<file path="src/rtl/rv_trace_encoder.sv">
// rv_trace_encoder
//   Retirement trace producer. One commit record per retired instruction is
//   captured at writeback into a record FIFO and serialized as little-endian
//   byte packets on a valid/ready byte stream.
//
//   Packets:
//     instruction : hdr{2'b00,rw,mem,mw,3'b0}, pc[4], instr[4],
//                   [rd data[4] if rw], [sel, addr[4], data[4] if mem]
//     overflow    : 0x40, dropped-record count (saturating at 255)
//     sync        : 0x80, A5, A5, 5A, 5A (only with TRACE_SYNC_EN)
//
//   Build option: define TRACE_SYNC_EN to emit a sync packet after reset and
//   after every SYNC_PERIOD instruction packets.
//
//   Ports:
//     i_clk, i_reset          clock, synchronous active-high reset
//     i_commit_valid          one instruction retires this cycle
//     i_pc                    PC[31:2] of retiring instruction
//     i_instr                 instruction word
//     i_reg_write/i_reg_data  rd write flag and data
//     i_mem_write/i_mem_read  store / load flags
//     i_mem_addr/i_mem_sel    memory address and byte lanes
//     i_mem_data              store or load data
//     o_tx_data/o_tx_valid    output byte stream
//     i_tx_ready              sink accepts byte
//     o_overflow              sticky: at least one record dropped since reset
module rv_trace_encoder #(
  parameter int unsigned FIFO_DEPTH  = 8,
  parameter int unsigned SYNC_PERIOD = 256
) (
  input  logic        i_clk,
  input  logic        i_reset,
  input  logic        i_commit_valid,
  input  logic [29:0] i_pc,
  input  logic [31:0] i_instr,
  input  logic        i_reg_write,
  input  logic [31:0] i_reg_data,
  input  logic        i_mem_write,
  input  logic        i_mem_read,
  input  logic [31:0] i_mem_addr,
  input  logic [3:0]  i_mem_sel,
  input  logic [31:0] i_mem_data,
  output logic [7:0]  o_tx_data,
  output logic        o_tx_valid,
  input  logic        i_tx_ready,
  output logic        o_overflow
);

  if (FIFO_DEPTH < 2 || (FIFO_DEPTH & (FIFO_DEPTH - 1)) != 0 || SYNC_PERIOD < 1) begin : g_bad_param
    $error("rv_trace_encoder: FIFO_DEPTH must be a power of 2 >= 2 and SYNC_PERIOD >= 1");
  end

  localparam int unsigned AW = $clog2(FIFO_DEPTH);

  localparam logic [3:0] S_IDLE       = 4'd0;
  localparam logic [3:0] S_HDR        = 4'd1;
  localparam logic [3:0] S_PC         = 4'd2;
  localparam logic [3:0] S_INSTR      = 4'd3;
  localparam logic [3:0] S_RDATA      = 4'd4;
  localparam logic [3:0] S_MSEL       = 4'd5;
  localparam logic [3:0] S_MADDR      = 4'd6;
  localparam logic [3:0] S_MDATA      = 4'd7;
  localparam logic [3:0] S_OVF_HDR    = 4'd8;
  localparam logic [3:0] S_OVF_CNT    = 4'd9;
  localparam logic [3:0] S_SYNC_HDR   = 4'd10;
  localparam logic [3:0] S_SYNC_MAGIC = 4'd11;

  typedef struct packed {
    logic [7:0]  tag;    // records dropped just before this one
    logic [29:0] pc;
    logic [31:0] instr;
    logic        rw;
    logic [31:0] rdata;
    logic        mw;
    logic        mr;
    logic [3:0]  sel;
    logic [31:0] addr;
    logic [31:0] mdata;
  } rec_t;

  rec_t          mem [FIFO_DEPTH];
  rec_t          rec_in;
  rec_t          head;
  logic [AW-1:0] wr_ptr;
  logic [AW-1:0] rd_ptr;
  logic [AW:0]   level;
  logic          full;
  logic          empty;
  logic          push;
  logic          pop;

  logic [3:0]    state;
  logic [1:0]    bcnt;
  logic [7:0]    ovf_cnt;
  logic          ovf_then_entry;
  logic [7:0]    drop_cnt;
  logic          overflow;
  logic          head_mem;
  logic          xfer;
  logic          last4;
  logic          pkt_done;
  logic          sync_go;
  logic          start_sync;
  logic          start_tag;
  logic          start_solo;
  logic          start_instr;
  logic [7:0]    tx_byte;

  function automatic logic [7:0] pick(input logic [31:0] w, input logic [1:0] i);
    logic [7:0] b;
    case (i)
      2'd0:    b = w[7:0];
      2'd1:    b = w[15:8];
      2'd2:    b = w[23:16];
      default: b = w[31:24];
    endcase
    return b;
  endfunction

  assign full     = (level == (AW + 1)'(FIFO_DEPTH));
  assign empty    = (level == '0);
  assign push     = i_commit_valid & ~full;
  assign head     = mem[rd_ptr];
  assign head_mem = head.mr | head.mw;

  assign o_tx_valid = (state != S_IDLE);
  assign xfer       = o_tx_valid & i_tx_ready;
  assign last4      = (bcnt == 2'd3);

  // An instruction packet ends on whichever field is its last present one.
  assign pkt_done = xfer & last4 &
                    (((state == S_INSTR) & ~head.rw & ~head_mem) |
                     ((state == S_RDATA) & ~head_mem) |
                     (state == S_MDATA));
  assign pop = pkt_done;

  always_comb begin
    rec_in.tag   = drop_cnt;
    rec_in.pc    = i_pc;
    rec_in.instr = i_instr;
    rec_in.rw    = i_reg_write;
    rec_in.rdata = i_reg_data;
    rec_in.mw    = i_mem_write;
    rec_in.mr    = i_mem_read;
    rec_in.sel   = i_mem_sel;
    rec_in.addr  = i_mem_addr;
    rec_in.mdata = i_mem_data;
  end

  // IDLE arbitration: sync, then overflow (tagged head or standalone), then record.
  // A standalone overflow packet yields to a same-cycle push, which carries the tag instead.
  always_comb begin
    start_sync  = (state == S_IDLE) & sync_go;
    start_tag   = (state == S_IDLE) & ~sync_go & ~empty & (head.tag != '0);
    start_solo  = (state == S_IDLE) & ~sync_go & empty & (drop_cnt != '0) & ~i_commit_valid;
    start_instr = (state == S_IDLE) & ~sync_go & ~empty & (head.tag == '0);
  end

  always_ff @(posedge i_clk) begin
    if (push) mem[wr_ptr] <= rec_in;
  end

  always_ff @(posedge i_clk) begin
    if (i_reset) begin
      wr_ptr <= '0;
      rd_ptr <= '0;
      level  <= '0;
    end else begin
      if (push) wr_ptr <= wr_ptr + 1'b1;
      if (pop)  rd_ptr <= rd_ptr + 1'b1;
      if (push && !pop)      level <= level + 1'b1;
      else if (pop && !push) level <= level - 1'b1;
    end
  end

  always_ff @(posedge i_clk) begin
    if (i_reset) begin
      drop_cnt <= '0;
      overflow <= 1'b0;
    end else begin
      if (i_commit_valid && full) begin
        overflow <= 1'b1;
        if (drop_cnt != '1) drop_cnt <= drop_cnt + 1'b1;
      end else if (push || start_solo) begin
        drop_cnt <= '0;
      end
    end
  end

  assign o_overflow = overflow;

`ifdef TRACE_SYNC_EN
  localparam int unsigned SW = $clog2(SYNC_PERIOD) + 1;
  logic          sync_pending;
  logic [SW-1:0] sync_cnt;

  assign sync_go = sync_pending;

  always_ff @(posedge i_clk) begin
    if (i_reset) begin
      sync_pending <= 1'b1;
      sync_cnt     <= '0;
    end else begin
      if (start_sync) sync_pending <= 1'b0;
      if (pkt_done) begin
        if (sync_cnt == SW'(SYNC_PERIOD - 1)) begin
          sync_cnt     <= '0;
          sync_pending <= 1'b1;
        end else begin
          sync_cnt <= sync_cnt + 1'b1;
        end
      end
    end
  end
`else
  assign sync_go = 1'b0;
`endif

  always_ff @(posedge i_clk) begin
    if (i_reset) begin
      state          <= S_IDLE;
      bcnt           <= '0;
      ovf_cnt        <= '0;
      ovf_then_entry <= 1'b0;
    end else begin
      case (state)
        S_IDLE: begin
          bcnt <= '0;
          if (start_sync) begin
            state <= S_SYNC_HDR;
          end else if (start_tag) begin
            ovf_cnt        <= head.tag;
            ovf_then_entry <= 1'b1;
            state          <= S_OVF_HDR;
          end else if (start_solo) begin
            ovf_cnt        <= drop_cnt;
            ovf_then_entry <= 1'b0;
            state          <= S_OVF_HDR;
          end else if (start_instr) begin
            state <= S_HDR;
          end
        end
        S_HDR: if (xfer) state <= S_PC;
        S_PC: if (xfer) begin
          bcnt <= bcnt + 1'b1;
          if (last4) state <= S_INSTR;
        end
        S_INSTR: if (xfer) begin
          bcnt <= bcnt + 1'b1;
          if (last4) state <= head.rw ? S_RDATA : (head_mem ? S_MSEL : S_IDLE);
        end
        S_RDATA: if (xfer) begin
          bcnt <= bcnt + 1'b1;
          if (last4) state <= head_mem ? S_MSEL : S_IDLE;
        end
        S_MSEL: if (xfer) state <= S_MADDR;
        S_MADDR: if (xfer) begin
          bcnt <= bcnt + 1'b1;
          if (last4) state <= S_MDATA;
        end
        S_MDATA: if (xfer) begin
          bcnt <= bcnt + 1'b1;
          if (last4) state <= S_IDLE;
        end
        S_OVF_HDR: if (xfer) state <= S_OVF_CNT;
        // A tagged head goes straight into its own packet so the tag is not re-sent.
        S_OVF_CNT: if (xfer) state <= ovf_then_entry ? S_HDR : S_IDLE;
        S_SYNC_HDR: if (xfer) state <= S_SYNC_MAGIC;
        S_SYNC_MAGIC: if (xfer) begin
          bcnt <= bcnt + 1'b1;
          if (last4) state <= S_IDLE;
        end
        default: state <= S_IDLE;
      endcase
    end
  end

  // Output byte is a function of registered state and the unpopped head entry,
  // so it holds steady while the sink stalls.
  always_comb begin
    tx_byte = '0;
    case (state)
      S_HDR:        tx_byte = {2'b00, head.rw, head_mem, head.mw, 3'b000};
      S_PC:         tx_byte = pick({head.pc, 2'b00}, bcnt);
      S_INSTR:      tx_byte = pick(head.instr, bcnt);
      S_RDATA:      tx_byte = pick(head.rdata, bcnt);
      S_MSEL:       tx_byte = {4'b0000, head.sel};
      S_MADDR:      tx_byte = pick(head.addr, bcnt);
      S_MDATA:      tx_byte = pick(head.mdata, bcnt);
      S_OVF_HDR:    tx_byte = 8'h40;
      S_OVF_CNT:    tx_byte = ovf_cnt;
      S_SYNC_HDR:   tx_byte = 8'h80;
      S_SYNC_MAGIC: tx_byte = bcnt[1] ? 8'h5A : 8'hA5;
      default:      tx_byte = '0;
    endcase
  end

  assign o_tx_data = tx_byte;

endmodule

</file>
<file path="config.mk">
export PLATFORM = sky130hd
export DESIGN_NAME = rv_trace_encoder
export DESIGN_NICKNAME = d
export VERILOG_FILES = /design/src/rtl/rv_trace_encoder.sv
export SDC_FILE = /design/constraint.sdc
export NUM_CORES = 1
export LEC_CHECK = 0
export CAP_MARGIN = 0
export CORE_ASPECT_RATIO = 2
export CORE_UTILIZATION = 40
export CTS_BUF_LIST = sky130_fd_sc_hd__clkbuf_8 sky130_fd_sc_hd__clkbuf_16
export CTS_CLUSTER_DIAMETER = 100
export DETAILED_ROUTE_END_ITERATION = 7
export PLACE_DENSITY_LB_ADDON = 0.08
export RECOVER_POWER = 50
export SYNTH_ARGS = -nofsm -noshare
export SYNTH_HDL_FRONTEND = slang
export SYNTH_SLANG_ARGS = --single-unit
</file>
<file path="constraint.sdc">
create_clock -name i_clk -period 58.1 [get_ports i_clk]
set_clock_uncertainty 0.1 [all_clocks]
set_input_delay 11.62 -clock i_clk [delete_from_list [all_inputs] [get_ports i_clk]]
set_output_delay 11.62 -clock i_clk [all_outputs]
set_load 0.05 [all_outputs]
</file>
==> results.toml <==
[synth]
synth_nets = 2878
synth_area_mm2 = 0.0555
ys_async_sr_fraction = 0
synth_top_cell_by_area = "edfxtp_1"
ys.flop_type = "edfxtp_1"
yosysMostFrequentCell = "edfxtp_1"
ys_seq_area_frac = 0.762
yosysWarningCount = 0
yosys-top-cells-area = "edfxtp_1 75%, mux4_2 11%, mux2i_1 4.4%"
synth_cell_types = 71
ys_ff_latch = 1421
synth_common_cells = "1,384 x edfxtp_1, 260 x mux4_2, 244 x mux2i_1"
syn_area_per_cell_um2 = 20.6
netlist_instances = 2693
synth-edff-count = 1384
netlist.area_leader.share = 0.748

[timing]
finalCriticalPeriod_ns = 18.16
slew_headroom = -2.02
whs_ns = 0.374
tightest_slew_ns = 4.42
rsz0062_at_grt = "false"
fin_ws_ns = 39.94
finalSetupTns_ns = 0
setup_violations = 0
final-hold-violation-count = 0
clock.fmax_mhz = 55.1
drv_slew = 36
period_share = 0.313

[cts]
cts.sink_count = 1421
cts_root_buf = "clkbuf_16"
post_cts_buffers = 0
cts_max_path_buffers = 4
cts_hold_buf = 0
cts_made_buffers = 139
ctsResizeCount = 0
cts.reportedPaths.clkPinSlew_ns = 0.07
clock_latency_ns = 0.76
cts.htree.levels = 4
cts_tree = "yes"

[global_route]
grt_usage = 0.220
grt_first_pass_wirelength_um = 216000
grt-ovfl-total = 0
antenna_found_initial = 60
grt_max_degree = 110
grt_pass1_vias = 28777

[placement]
postPlaceCellArea_mm2 = 0.0594
dp_hpwl_um = 90400
dpl.cell_count = 4650
place.gp.congestion = 0.803
port_buffers = 178
pre_cts_ws_ns = 40.58

[route]
first_pass_iters = 7
drc = 0
viasPerCell = 5.68
wl_per_cell_um = 31.4
ant_nets = 0
vias = 27775
wirelength_um = 154000
drt_iter0_markers = 2273

[worst_setup_path]
timing.rr.end = "drop_cnt[7]"
crit_path_end = "o_tx_data[2]"
cp-start-kind = "register"
timing.rr.start = "state[2]"
r2r_cells = 8
required_ns = 46.38
critPathKind = "register to output port"
endpoint_kind = "output port"
cp.arrival_ns = 6.44
worst-r2r-setup-slack_ns = 51.83
crit_fanout = 43

[floorplanning]
io-pin-count = 179
die_y_um = 529
fp.dieW_um = 265
die_area_mm2 = 0.140
rows = 193
initial_core_util = 0.403
core_area_mm2 = 0.138

[final_layout]
area.growth.synth_to_final_pct = 14.5
final_cells = 4894
fin_area_mm2 = 0.0636
final_nets = 3124
utilization = 0.461
drive_above_1_share = 0.188

[flow_run]
drv_cap = 2

[power_and_ir_drop]
power.leakage_nw = 19.5
cellPowerDensity_mw_per_mm2 = 34.6
vdd_drop_max_v = 0.0000250
total_power_mw = 2.20

[run_status]
status = "finished with violations"
violations = "max-capacitance violations, max-slew violations"

[min_path]
hold_class = "register to register"
## per-layer routing
layer / global-route usage / share of wire
met2: 0.392 / 0.53
met1: 0.256 / 0.37
met5: 0 / 0.0020
met3: 0.0403 / 0.055
met4: 0.0970 / 0.045
## worst max-delay path, stage by stage, from the launching register on
cell	delay, ns
dfxtp_4	0.62
buf_4	0.52
buf_4	0.65
buf_4	0.80
mux4_2	0.59
mux2i_1	0.27
o21ai_0	0.18
o21ai_0	0.83
a41oi_1	0.32
clkdlybuf4s50_1	0.78
## final cells by class
| type | instances | area [um2] |
|---|---|---|
| inverters | 20 | 75.1 |
| repair buffers | 252 | 2420 |
| fillers | 11632 | 74300 |
| diodes | 13 | 32.5 |
| well taps | 1852 | 2320 |
| flip-flops and latches | 1421 | 42300 |
| multi-input cells | 1105 | 12300 |
| clock buffers | 145 | 3610 |
| clock inverters | 86 | 549 |
## report_power, final
part	internal, mW	switching [mW]
clock	0.474	0.372
sequential	1.18	0.0136
combinational	0.0560	0.110
total	1.71	0.495
## registers in the layout (all words and copies together) (netlist names), named ones only
register / count
bcnt: 2
ovf_cnt: 8
state: 4
ovf_then_entry: 1
rd_ptr: 3
wr_ptr: 3
mem: 1384
o_overflow: 1
level: 4
drop_cnt: 8
## cells in the final DEF (no fill, tap or decap), types with 5 or more instances in the layout
| master | instances |
|---|---|
| edfxtp_1 | 1384 |
| mux4_2 | 260 |
| mux2i_1 | 244 |
| dlygate4sd3_1 | 167 |
| clkbuf_16 | 143 |
| a21oi_1 | 100 |
| nand2_1 | 70 |
| buf_4 | 66 |
| a221oi_1 | 61 |
| nor2_1 | 51 |
| inv_1 | 45 |
| o21ai_0 | 38 |
| dfxtp_1 | 34 |
| a22oi_1 | 30 |
| clkinv_2 | 22 |
| mux2_2 | 20 |
| clkinv_1 | 19 |
| nor3_1 | 16 |
| a221o_1 | 16 |
| ha_1 | 14 |
| diode_2 | 13 |
| o221ai_1 | 13 |
| nand3_1 | 13 |
| nand2b_1 | 12 |
| clkdlybuf4s50_1 | 11 |
| nor2b_1 | 10 |
| o22ai_1 | 10 |
| a211oi_1 | 8 |
| a41oi_1 | 8 |
| o211ai_1 | 8 |
| buf_12 | 7 |
| a31oi_1 | 6 |
| xor2_1 | 6 |
| bufinv_16 | 6 |
| and2_1 | 5 |
| inv_2 | 5 |
| nand4_1 | 5 |
| clkinv_4 | 5 |
## worst min-delay path by stage
stage / from / endpoint / cells after the start
2_1_floorplan: ovf_then_entry / ovf_then_entry / 2
3_3_place_gp: ovf_then_entry / ovf_then_entry / 2
3_5_place_dp: ovf_then_entry / ovf_then_entry / 2
4_1_cts: ovf_then_entry / ovf_then_entry / 2
5_1_grt: state[3] / state[3] / 2
6_report: ovf_then_entry / ovf_then_entry / 2
## cell families after synthesis
logic type,Yosys count,share of synthesized area
AO/OA/AOI/OAI,337,0.0423
XOR/XNOR,9,0.00142
adder cells (fa/ha/maj),16,0.00374
buffers and inverters,167,0.0183
flip-flops,1421,0.762
multiplexers,526,0.154
AND/OR/NAND/NOR,217,0.0185
Power figures use the tool's default switching activity.
==> variant 1, RTL diff (same flow settings) <==
Put one more register stage on the output `o_overflow`, cleared by the reset. The value now appears one clock later. The other outputs are not delayed to match.
--- a/src/rtl/rv_trace_encoder.sv
+++ b/src/rtl/rv_trace_encoder.sv
@@ -189,3 +189,9 @@
 
-  assign o_overflow = overflow;
+  always_ff @(posedge i_clk) begin
+    if (i_reset) begin
+      o_overflow <= '0;
+    end else begin
+      o_overflow <= overflow;
+    end
+  end
 
Formal check against the unedited RTL: same outputs for any inputs over 4 cycles, from zero or initial values and one cycle with i_reset high; that may be too few to reach the edited logic, so the function may still have changed.
==> variant 1 against the original RTL <==
The flow still finishes with violations (max-capacitance violations, max-slew violations); synthesized area increased by 0.25%; final area up 0.36%; sequential cell count rose by 1; wire length rose by 2.0%; power increased by 1.2%; worst setup slack worse by 0.65 ns; first-iteration DRC count decreased by 0.57%; synthesized cell count up 1.3%; critical endpoint unchanged; largest power group unchanged.
==> variant 1: results (changes against the original RTL) <==
slowest CP cell -> a221oi_1
share of cells above drive strength 1 -> 18.49% (-0.30 points)
mux share of post-synthesis cell area -> 14.90% (-0.49 points)
Net Count, Synth -> 2913 (+1.2%)
WHS -> 0.3662 ns (-0.007755 ns)
Max Clk Rate -> 53.18 MHz (-3.4%)
register area share after synthesis -> 76.02% (-0.16 points)
via count -> 27960 (+0.67%)
failing checks -> max-capacitance violations, max-slew violations
met2 Track Usage GR -> 40.81% (+1.6 points)
Slew HR -> -10.84% (+190 points)
maximum vdd drop -> 0.00002073 V (-17%)
commonest cells in the netlist -> edfxtp_1, mux4_2, mux2i_1
Lkg Pwr -> 19.79 nW (+1.7%)
hold-critical path endpoint -> o_overflow$_SDFF_PP0_
GRT met3 Usage -> 4.014% (-0.016 points)
first-pass GRT wire length -> 222.5 mm (+3.2%)
critical path class -> flop to primary output
Area contributors post-synth -> edfxtp_1, mux4_2, mux2i_1, dfxtp_1, a221oi_1
Post-Synth Adder-Cell Area -> 0.3731% (-0.00095 points)
vias in the first global route -> 29480 (+2.4%)
Iter 0 DRT Violations -> 2260 (-0.57%)
slowest stage delay, CP -> 0.97 ns (+0.14 ns)
placed cells -> 4688 (+0.82%)
r2r setup slk -> 52.54 ns (+0.71 ns)
area of placed instances -> 59490 um^2 (+0.11%)
min-delay src -> overflow$_SDFFE_PP0P_
power per cell area -> 34.91 nW/um^2 (+0.85%)
Internal -> 1.723 mW (+0.99%)
Synth Area in XOR/XNOR -> 0.1731% (+0.031 points)
Post-CTS Setup Repair Bufs -> 0 (unchanged)
status -> finished, violations left
largest net degree at the start of global routing -> 108 (-1.8%)
Hold/Removal Path Class -> flop to flop
max cap viols -> 1 (-1)
count of cell types in the netlist -> 78 (+9.9%)
met1 Track Usage GR -> 27.04% (+1.4 points)
Cell Count, Final, Fillers Out -> 4937 (+0.88%)
Placer Congestion -> 0.8281 (+3.1%)
NumNets Final -> 3154 (+0.96%)
reg-to-reg endpoint -> level[3]$_SDFFE_PP0P_
Max Root-Sink Buffers -> 3 (-1)
fill cell count -> 11780 (+1.3%)
GRT Total Usage -> 22.53% (+0.55 points)
drt first pass iters -> 5 (-2)
max-slew violations -> 33 (-8.3%)
initial antenna violation count -> 54 (-10%)
R2R cell count -> 17 (+9)
Synth Area in Compound Gates -> 4.227% (-0.0063 points)
CP Data Arrival Time -> 7.08 ns (+0.64 ns)
WL/cell -> 31.73 um (+1.2%)
dpl hpwl -> 94.05 mm (+4.0%)
Setup Slack @ Placement -> 40.03 ns (-0.5504 ns)
==> variant 1: changes by cell type after synthesis, moves of 9 or more <==
| cell | delta |
|---|---|
| a21oi_1 | -38 |
| a22oi_1 | -14 |
| a31oi_1 | +18 |
| clkbuf_1 | -16 |
| mux2i_1 | -29 |
| mux4_1 | +11 |
| mux4_2 | -9 |
| nand2_1 | +53 |
| nor2_1 | +25 |
| o221ai_1 | -9 |
==> variant 1: final cells by class <==
class / count / area (um^2) / area share (%)
sequential: 1422 / 42330 / 66.34
multi-input combinational: 1138 / 12320 / 19.30
clock buffer: 145 / 3606 / 5.651
timing repair buffer: 257 / 2430 / 3.808
tap: 1852 / 2317 / 3.631
clock inverter: 91 / 704.4 / 1.104
inverter: 19 / 71.32 / 0.1118
antenna: 13 / 32.53 / 0.05098
==> variant 1: metal layers <==
| layer | share of wire, % | wire [um] |
|---|---|---|
| met2 | 53 | 83670 |
| met3 | 4.8 | 7512 |
| met1 | 38 | 60300 |
| met4 | 3.2 | 4941 |
| met5 | 0.16 | 248 |
==> variant 2, RTL diff (config.mk and constraints unchanged) <==
Made on the original files. Change the parameter `FIFO_DEPTH` from 8 to 4.
--- a/src/rtl/rv_trace_encoder.sv
+++ b/src/rtl/rv_trace_encoder.sv
@@ -27,3 +27,3 @@
 module rv_trace_encoder #(
-  parameter int unsigned FIFO_DEPTH  = 8,
+  parameter int unsigned FIFO_DEPTH  = 4,
   parameter int unsigned SYNC_PERIOD = 256
Behaviour: same outputs for any inputs over 4 cycles, from zero or initial values and one cycle with i_reset high; that may be too few to reach the edited logic, so the function may still have changed.
==> variant 2 against the original RTL <==
Wire length decreased by 47%; sequential share of layout area decreased by 2.4 points; sequential cell count decreased by 696; final area decreased by 47%; power decreased by 47%; synthesized area decreased by 48%; worst setup slack improved by 0.69 ns; critical endpoint is now o_tx_data[5]; highest routed layer unchanged.
==> variant 2: results (changes against the original RTL) <==
CTS buffer count -> 66 (-53%)
Placer Congestion -> 0.8515 (+6.0%)
Slew HR -> 28.86% (+230 points)
hold-critical path endpoint -> o_overflow$_SDFFE_PP0P_
Main synth FF type -> edfxtp_1
count of cell types in the netlist -> 74 (+4.2%)
fill cell count -> 6127 (-47%)
CP Max Fanout -> 37 (-14%)
min-delay src -> o_overflow$_SDFFE_PP0P_
ys async rst share -> 0% (unchanged)
GR Overflow Total -> 0 (unchanged)
reg-to-reg endpoint -> level[2]$_SDFFE_PP0P_
share of cells above drive strength 1 -> 11.96% (-6.8 points)
dpl hpwl -> 53.83 mm (-40%)
Internal -> 0.8876 mW (-48%)
drt first pass iters -> 5 (-2)
initial antenna violation count -> 21 (-65%)
slowest CP cell -> a2111oi_1
Hold/Removal Path Class -> flop to flop
status -> finished, final reports clean
Yosys warnings -> 0 (unchanged)
Post-synth EDFFs -> 692 (-50%)
commonest cells in the netlist -> edfxtp_1, mux2i_1, nor2_1
r2r setup slk -> 53.96 ns (+2.13 ns)
hold path cells -> 2 (unchanged)
via count -> 15590 (-44%)
R2R cell count -> 11 (+3)
first-pass GRT wire length -> 116.5 mm (-46%)
Lkg Pwr -> 10.27 nW (-47%)
register area share after synthesis -> 74.94% (-1.2 points)
Area contributors post-synth -> edfxtp_1, mux2i_1, mux4_2, dfxtp_1, o22ai_1
Iter 0 DRT Violations -> 1031 (-55%)
port bufs -> 178 (unchanged)
Max Root-Sink Buffers -> 3 (-1)
WL/cell -> 29.19 um (-6.9%)
Top Registers -> mem: 692 flops, drop_cnt: 8 flops, ovf_cnt: 8 flops
cts repair resizes -> 0 (unchanged)
Net Count, Synth -> 1799 (-37%)
worst skew pair latency -> 0.62 ns (-0.14 ns)
H-tree depth -> 3 (-1)
GRT Total Usage -> 22.78% (+0.80 points)
CP Data Arrival Time -> 5.75 ns (-0.69 ns)
NumNets Final -> 1999 (-36%)
Post-CTS Setup Repair Bufs -> 0 (unchanged)
area of placed instances -> 31410 um^2 (-47%)
slowest stage delay, CP -> 0.89 ns (+0.06 ns)
maximum vdd drop -> 0.00002467 V (-1.5%)
variant 2: layout make-up:
cell class / instances / area share, %
diodes: 5 / 0.03739
clock buffers: 73 / 5.358
clock inverters: 46 / 0.7815
inverters: 16 / 0.1795
multi-input cells: 785 / 19.86
flip-flops and latches: 725 / 64.10
well taps: 910 / 3.403
repair buffers: 220 / 6.282
variant 2: worst max-delay path by stage:
stage               cells past startpoint  slack (ns)      startpoint                   to
finish                                  8       40.63            flop         o_tx_data[5]
global placement                        8       41.32            flop         o_tx_data[5]
CTS                                     8       40.59            flop         o_tx_data[5]
floorplan                               2       41.37  i_commit_valid  mem[0][0]$_DFFE_PP_
global route                            8       40.47            flop         o_tx_data[5]
detailed placement                      8       41.29            flop         o_tx_data[5]
variant 2: cells by family after synthesis:
group	count (synthesis)	share of synthesized area (%)
xor+xnor	12	0.3673
compound gates	246	5.515
mux	280	12.51
simple gates	231	3.984
fa+ha+maj	16	0.7259
buf+inv	104	1.959
flops	725	74.94
variant 2: power by group through the flow:
stage / Sequential [mW] / Clock [mW] / Combinational (mW)
after floorplan: 0.644 / 0 / 0.0655
after global placement: 0.641 / 0 / 0.124
after detailed placement: 0.643 / 0 / 0.125
after CTS: 0.631 / 0.432 / 0.125
after global routing: 0.634 / 0.449 / 0.128
final: 0.631 / 0.421 / 0.120
variant 2: per-stage QoR:
stage	setup WS [ns]	power (mW)	hold slack (ns)	utilization (%)	std cells
2_1_floorplan	41.37	0.7099	0.3548	-	1614
3_3_place_gp	41.32	0.7655	0.4001	44.37	2656
3_5_place_dp	41.29	0.7676	0.4124	44.37	2656
4_1_cts	40.59	1.188	0.4286	47.27	2775
5_1_grt	40.47	1.212	0.4350	47.26	2778
6_report	40.63	1.171	0.4022	47.27	2780
variant 2: routing by layer:
layer  up-vias  wire length [um]  GRT usage, %
met5         -               120             0
met4        18              3202         9.024
met1      8036             30350         26.59
met2       482             43370         40.76
met3       160              4112         4.141
li1       6892                 -             -
variant 2: critical path: cells and delay by family, from the launching register on:
family / cells / cell delay [ns]
buffers and inverters: 3 / 1.88
AOI/OAI and AO/OA: 3 / 1.32
DFF: 1 / 0.72
and+or+nand+nor: 2 / 1.12
